`config.mk`:
```
export PLATFORM = sky130hd
export DESIGN_NAME = xnor_popcnt_acc
export DESIGN_NICKNAME = d
export VERILOG_FILES = /design/src/rtl/coa_pkg.sv /design/src/rtl/xnor_popcnt_acc_popcount.sv /design/src/rtl/xnor_popcnt_acc.sv
export SDC_FILE = /design/constraint.sdc
export NUM_CORES = 1
export LEC_CHECK = 0
export ABC_CLOCK_PERIOD_IN_PS = 7000
export CORE_MARGIN = 3
export CORE_UTILIZATION = 35
export DETAILED_ROUTE_END_ITERATION = 8
export GPL_TIMING_DRIVEN = 0
export PLACE_DENSITY_LB_ADDON = 0.05
export SLEW_MARGIN = 20
export SYNTH_ARGS = -nofsm -noshare
export SYNTH_HDL_FRONTEND = slang
export SYNTH_SLANG_ARGS = --single-unit
export TNS_END_PERCENT = 20
```
`constraint.sdc`:
```
create_clock -name clk -period 7 [get_ports clk]
set_input_delay 1.75 -clock clk [delete_from_list [all_inputs] [get_ports clk]]
set_output_delay 1.75 -clock clk [all_outputs]
set_load 0.01 [all_outputs]
```
`src/rtl/coa_pkg.sv`:
```
// Shared handshake-block definitions: the accumulate/hold state encoding
// reused by the valid/ready stream blocks in this slice.
package coa_pkg;

  typedef enum logic {
    ST_ACCUM = 1'b0,
    ST_HOLD  = 1'b1
  } coa_state_t;

endpackage

```
`src/rtl/xnor_popcnt_acc_popcount.sv`:
```
// Combinational population count of a WIDTH-bit vector.
module popcount #(
  parameter int WIDTH = 8
) (
  input  logic [WIDTH-1:0]           in,
  output logic [$clog2(WIDTH+1)-1:0] out
);

  localparam int OW = $clog2(WIDTH + 1);

  always_comb begin
    out = '0;
    for (int i = 0; i < WIDTH; i++) begin
      out = out + OW'(in[i]);
    end
  end

endmodule

```
`src/rtl/xnor_popcnt_acc.sv`:
```
// XNOR-popcount similarity: accumulates matching-bit counts over BEATS
// accepted vectors and presents one score per group on a valid/ready stream.
module xnor_popcnt_acc
  import coa_pkg::*;
#(
  parameter int WIDTH = 8,
  parameter int BEATS = 4
) (
  input  logic                                 clk,
  input  logic                                 rst,
  input  logic                                 in_valid,
  output logic                                 in_ready,
  input  logic [WIDTH-1:0]                     a,
  input  logic [WIDTH-1:0]                     b,
  output logic                                 out_valid,
  input  logic                                 out_ready,
  output logic [$clog2(WIDTH*BEATS+1)-1:0]     y,
  output logic                                 all_match
);

  localparam int ACC_W = $clog2(WIDTH * BEATS + 1);
  localparam int PC_W  = $clog2(WIDTH + 1);
  localparam int CNT_W = (BEATS > 1) ? $clog2(BEATS) : 1;
  localparam logic [ACC_W-1:0] FULL_SCORE = ACC_W'(WIDTH * BEATS);
  localparam logic [CNT_W-1:0] LAST_BEAT  = CNT_W'(BEATS - 1);

  coa_state_t       state;
  coa_state_t       state_next;
  logic [ACC_W-1:0] acc;
  logic [CNT_W-1:0] beat_cnt;
  logic [PC_W-1:0]  pc;
  logic [ACC_W-1:0] sum;
  logic             accept;
  logic             last_beat;

  popcount #(.WIDTH(WIDTH)) u_popcount (
    .in  (~(a ^ b)),
    .out (pc)
  );

  // Handshake flags depend only on state, never on in_valid/out_ready.
  assign in_ready  = (state == ST_ACCUM);
  assign out_valid = (state == ST_HOLD);
  assign accept    = in_valid && in_ready;
  assign last_beat = (beat_cnt == LAST_BEAT);
  assign sum       = acc + ACC_W'(pc);

  always_ff @(posedge clk) begin
    if (rst) begin
      state <= ST_ACCUM;
    end else begin
      state <= state_next;
    end
  end

  always_comb begin
    state_next = state;
    case (state)
      ST_ACCUM: if (accept && last_beat) state_next = ST_HOLD;
      ST_HOLD:  if (out_ready)           state_next = ST_ACCUM;
      default:                           state_next = ST_ACCUM;
    endcase
  end

  // The score registers only load on the final beat, so they stay stable in HOLD.
  always_ff @(posedge clk) begin
    if (rst) begin
      acc       <= '0;
      beat_cnt  <= '0;
      y         <= '0;
      all_match <= 1'b0;
    end else if (accept) begin
      if (last_beat) begin
        y         <= sum;
        all_match <= (sum == FULL_SCORE);
        acc       <= '0;
        beat_cnt  <= '0;
      end else begin
        acc      <= sum;
        beat_cnt <= beat_cnt + CNT_W'(1);
      end
    end
  end

endmodule

```
==> tab_implementation.tex <==
\begin{tabular}{lr}
\hline
Metric & Value \\
\hline
\multicolumn{2}{l}{\textbf{Setup path}} \\
Critical path's top delay family & adder cells \\
Arrival time of data at the critical path endpoint & 6.36 ns \\
Crit path max fanout & 3 \\
Biggest cell delay along the critical path & 0.54 ns \\
Type of element launching the critical path & input pin \\
Worst setup path category & input pin to flip-flop \\
Required time at the endpoint of the critical path & 7.23 ns \\
Crit path buf inv count & 3 \\
Most frequent CP cell & fa\_1 \\
Endpoint type of the worst setup path & flip-flop \\
CP cell instances & clkdlybuf4s50\_1 > xnor2\_1 > ha\_1 > inv\_1 > fa\_1 > fa\_1 > inv\_1 > fa\_1 > fa\_1 > fa\_1 > xor2\_1 > or4\_1 > or4b\_1 > o21ai\_1 \\
CP max-delay cell & fa\_1 \\
\multicolumn{2}{l}{\textbf{Timing}} \\
Final hold slack & 0.4641 ns \\
Worst-case headroom to the max-slew limit & 0.7311 \\
Final-report hold violation count & 0 \\
Total Neg Setup Slack & 0 ns \\
Post-layout min period & 6.129 ns \\
Count of pins over their slew limit & 0 \\
Unrepaired setup endpoints after global routing & no \\
Final period utilization & 0.8756 \\
Actual slew at the worst max-slew pin & 0.4033 ns \\
Final clock skew & 0.006841 ns \\
Finish-stage setup viols & 0 \\
Fmax & 163.1 MHz \\
\multicolumn{2}{l}{\textbf{Die}} \\
Die extent in y & 58.54 um \\
Core Area & 2545 um\^{}2 \\
Floorplan die area & 3426 um\^{}2 \\
Site row count & 18 \\
Top-level port count & 29 \\
Starting Density & 0.3795 \\
Width of the chip & 58.54 um \\
\multicolumn{2}{l}{\textbf{CTS}} \\
CTS tree & built \\
Num Clock Sinks & 16 \\
Buffer type at the clock tree root & clkbuf\_4 \\
Number of gates resized after CTS & 0 \\
Depth of the CTS H-tree & 1 \\
Buffers inserted during post-CTS setup optimization & 0 \\
Insertion delay of the later-clocked pin in the worst-skew pair & 0.29 ns \\
Clock-pin slew reported for the worst setup and hold paths after clock tree synthesis & 0.10 ns \\
Maximum number of buffers from clock root to sink & 2 \\
TritonCTS Buffers & 3 \\
Cts-stage hold buffer count & 0 \\
\multicolumn{2}{l}{\textbf{Place}} \\
Weighted congestion reported at the end of routability-driven placement & 0.7301 \\
Post-DP HPWL & 1660 um \\
Number of input and output port buffers inserted & 27 \\
Placed cells & 167 \\
Cell area after placement & 1274 um\^{}2 \\
\multicolumn{2}{l}{\textbf{Global route}} \\
Maximum number of pins on one net before global-route repair & 11 \\
Antenna violations before repair & 0 \\
Global-route wire length before repair & 3312 um \\
Most used routing layer & met2 \\
Global-route congestion overflow total & 0 \\
Global routing usage on met1 & 0.1531 \\
Grt met2 use & 0.2185 \\
Number of global-route vias before repair & 787 \\
Total global-route track usage & 0.1281 \\
Met3 Usage GRT & 0.04605 \\
\multicolumn{2}{l}{\textbf{Pwr}} \\
Total power density per cell area & 270.0 nW/um\^{}2 \\
Leak Pwr & 0.5381 nW \\
VDD IR max & 197.4 uV \\
Total chip power & 0.3536 mW \\
\multicolumn{2}{l}{\textbf{Finish}} \\
Final net count & 175 \\
Growth of design area from synthesis to finish & 35.62\% \\
Inserted Diodes & 0 \\
Post-Layout Cell Count & 171 \\
Fill cell count & 254 \\
Proportion of layout cells with a drive suffix above 1 & 0.04255 \\
Post-route design area & 1310 um\^{}2 \\
\multicolumn{2}{l}{\textbf{Run status}} \\
Status & completed \\
\multicolumn{2}{l}{\textbf{Synth}} \\
Synth Area per Inst & 8.781 um\^{}2 \\
Cell count after synthesis & 110 \\
Number of distinct library cells after synthesis & 24 \\
Count of yosys warnings during synthesis & 0 \\
Sequential-to-total area share from yosys stat & 0.3316 \\
Post-synthesis instance area & 965.9 um\^{}2 \\
Syn\_nets & 143 \\
Synthesis-stage register bit count & 16 \\
\multicolumn{2}{l}{\textbf{Detailed routing}} \\
Remaining design rule violation count & 0 \\
Number of optimization iterations in the first detailed-route pass & 4 \\
Iteration-0 DRC count of the detailed router & 20 \\
Final Routed Wirelength & 1954 um \\
Vias per cell & 4.912 \\
Wire length per cell & 11.43 um \\
Via Count & 840 \\
Antenna Nets Post-Route & 0 \\
\multicolumn{2}{l}{\textbf{Flow run}} \\
Max Cap Violations & 0 \\
\multicolumn{2}{l}{\textbf{Worst hold path}} \\
Worst hold-check path type & flip-flop to flip-flop \\
\hline
\end{tabular}
cell usage in the layout (no fill, tap or decap), types with 2 or more instances in the layout:
master / n
clkbuf_4: 3
nand2_1: 15
dfxtp_1: 16
a22oi_1: 4
ha_1: 8
nor2b_1: 2
inv_1: 7
xnor2_1: 6
clkbuf_1: 2
a21oi_1: 13
clkdlybuf4s50_1: 27
nor2_1: 11
xor2_1: 7
fa_1: 5
and3_1: 2
nor3_1: 2
synth_stat cells:
cell       count  area, um^2
a21o_1         1       7.510
and3_2         1       7.510
ha_1           8       100.1
fa_1           5       100.1
nand2b_1       1       6.260
o2bb2ai_1      1       8.760
and3_1         2       12.51
nand3_1        1       5.000
or4b_1         1       10.01
nor2_1        11       41.29
nor3_1         2       10.01
nor2b_1        2       12.51
xor2_1         7       61.31
nand3b_1       1       7.510
a22oi_1        4       30.03
nand2_1       15       56.30
dfxtp_1       16       320.3
o21ai_1        1       5.000
inv_1          7       26.28
a21oi_1       13       65.06
or4_1          1       7.510
clkbuf_1       2       7.510
xnor2_1        6       52.55
buf_2          1       5.000
registers in the layout, indices dropped and copies added (netlist names):
| name | flops |
|---|---|
| acc | 6 |
| y | 6 |
| beat_cnt | 2 |
| all_match | 1 |
| out_valid | 1 |
report_power, final:
group          internal [mW]  leakage, nW  switching (mW)
clock network         0.0317       0.0210          0.0308
registers              0.103        0.130         0.00835
logic                 0.0836        0.387          0.0960
total                  0.218        0.538           0.135
tightest hold or removal path: cells and delay by family (launching register included):
kind	cells	cell delay, ns
DFF	1	0.32
and+or+nand+nor	1	0.05
AOI/OAI and AO/OA	1	0.05
logic make-up after synthesis:
kind of cell,count (synthesis),synth area share
DFF,16,0.3316
AOI/OAI and AO/OA,20,0.1205
adders and majority gates,13,0.2073
buffers and inverters,10,0.04016
xor gates and xnor gates,13,0.1179
and+or+nand+nor,38,0.1826
path summary, 6_finish.rpt:
path	slack, ns	depth (start not counted)	startpoint	end
worst max-delay path	0.87	14	b[1]	all_match$_SDFFE_PP0P_
worst min-delay path	0.46	2	y[3]$_SDFFE_PP0P_	y[3]$_SDFFE_PP0P_
worst max register to register	4.77	6	acc[0]$_SDFFE_PP0P_	all_match$_SDFFE_PP0P_
worst min register to register	0.46	2	y[3]$_SDFFE_PP0P_	y[3]$_SDFFE_PP0P_
routing by layer:
metal / up-vias / wire [um]
met5: - / 0
met4: 0 / 15
met3: 2 / 113
met2: 17 / 994
met1: 394 / 830
li1: 427 / -
metrics by stage:
stage,setup slack [ns],utilization
2_1_floorplan,1.133,-
3_3_place_gp,0.5616,0.5005
3_5_place_dp,0.5090,0.5005
4_1_cts,0.8209,0.5147
5_1_grt,0.6785,0.5147
6_report,0.8705,0.5147
cell type report:
cell class / count / area, um^2 / area share
Buffer: 3 / 12.51 / 0.009551
Clock buffer: 4 / 36.28 / 0.02770
Inverter: 7 / 26.28 / 0.02006
Multi-Input combinational cell: 84 / 606.8 / 0.4632
Sequential cell: 16 / 320.3 / 0.2445
Tap cell: 30 / 37.54 / 0.02865
Timing Repair Buffer: 27 / 270.3 / 0.2063
(Power assumes the default switching activity.)
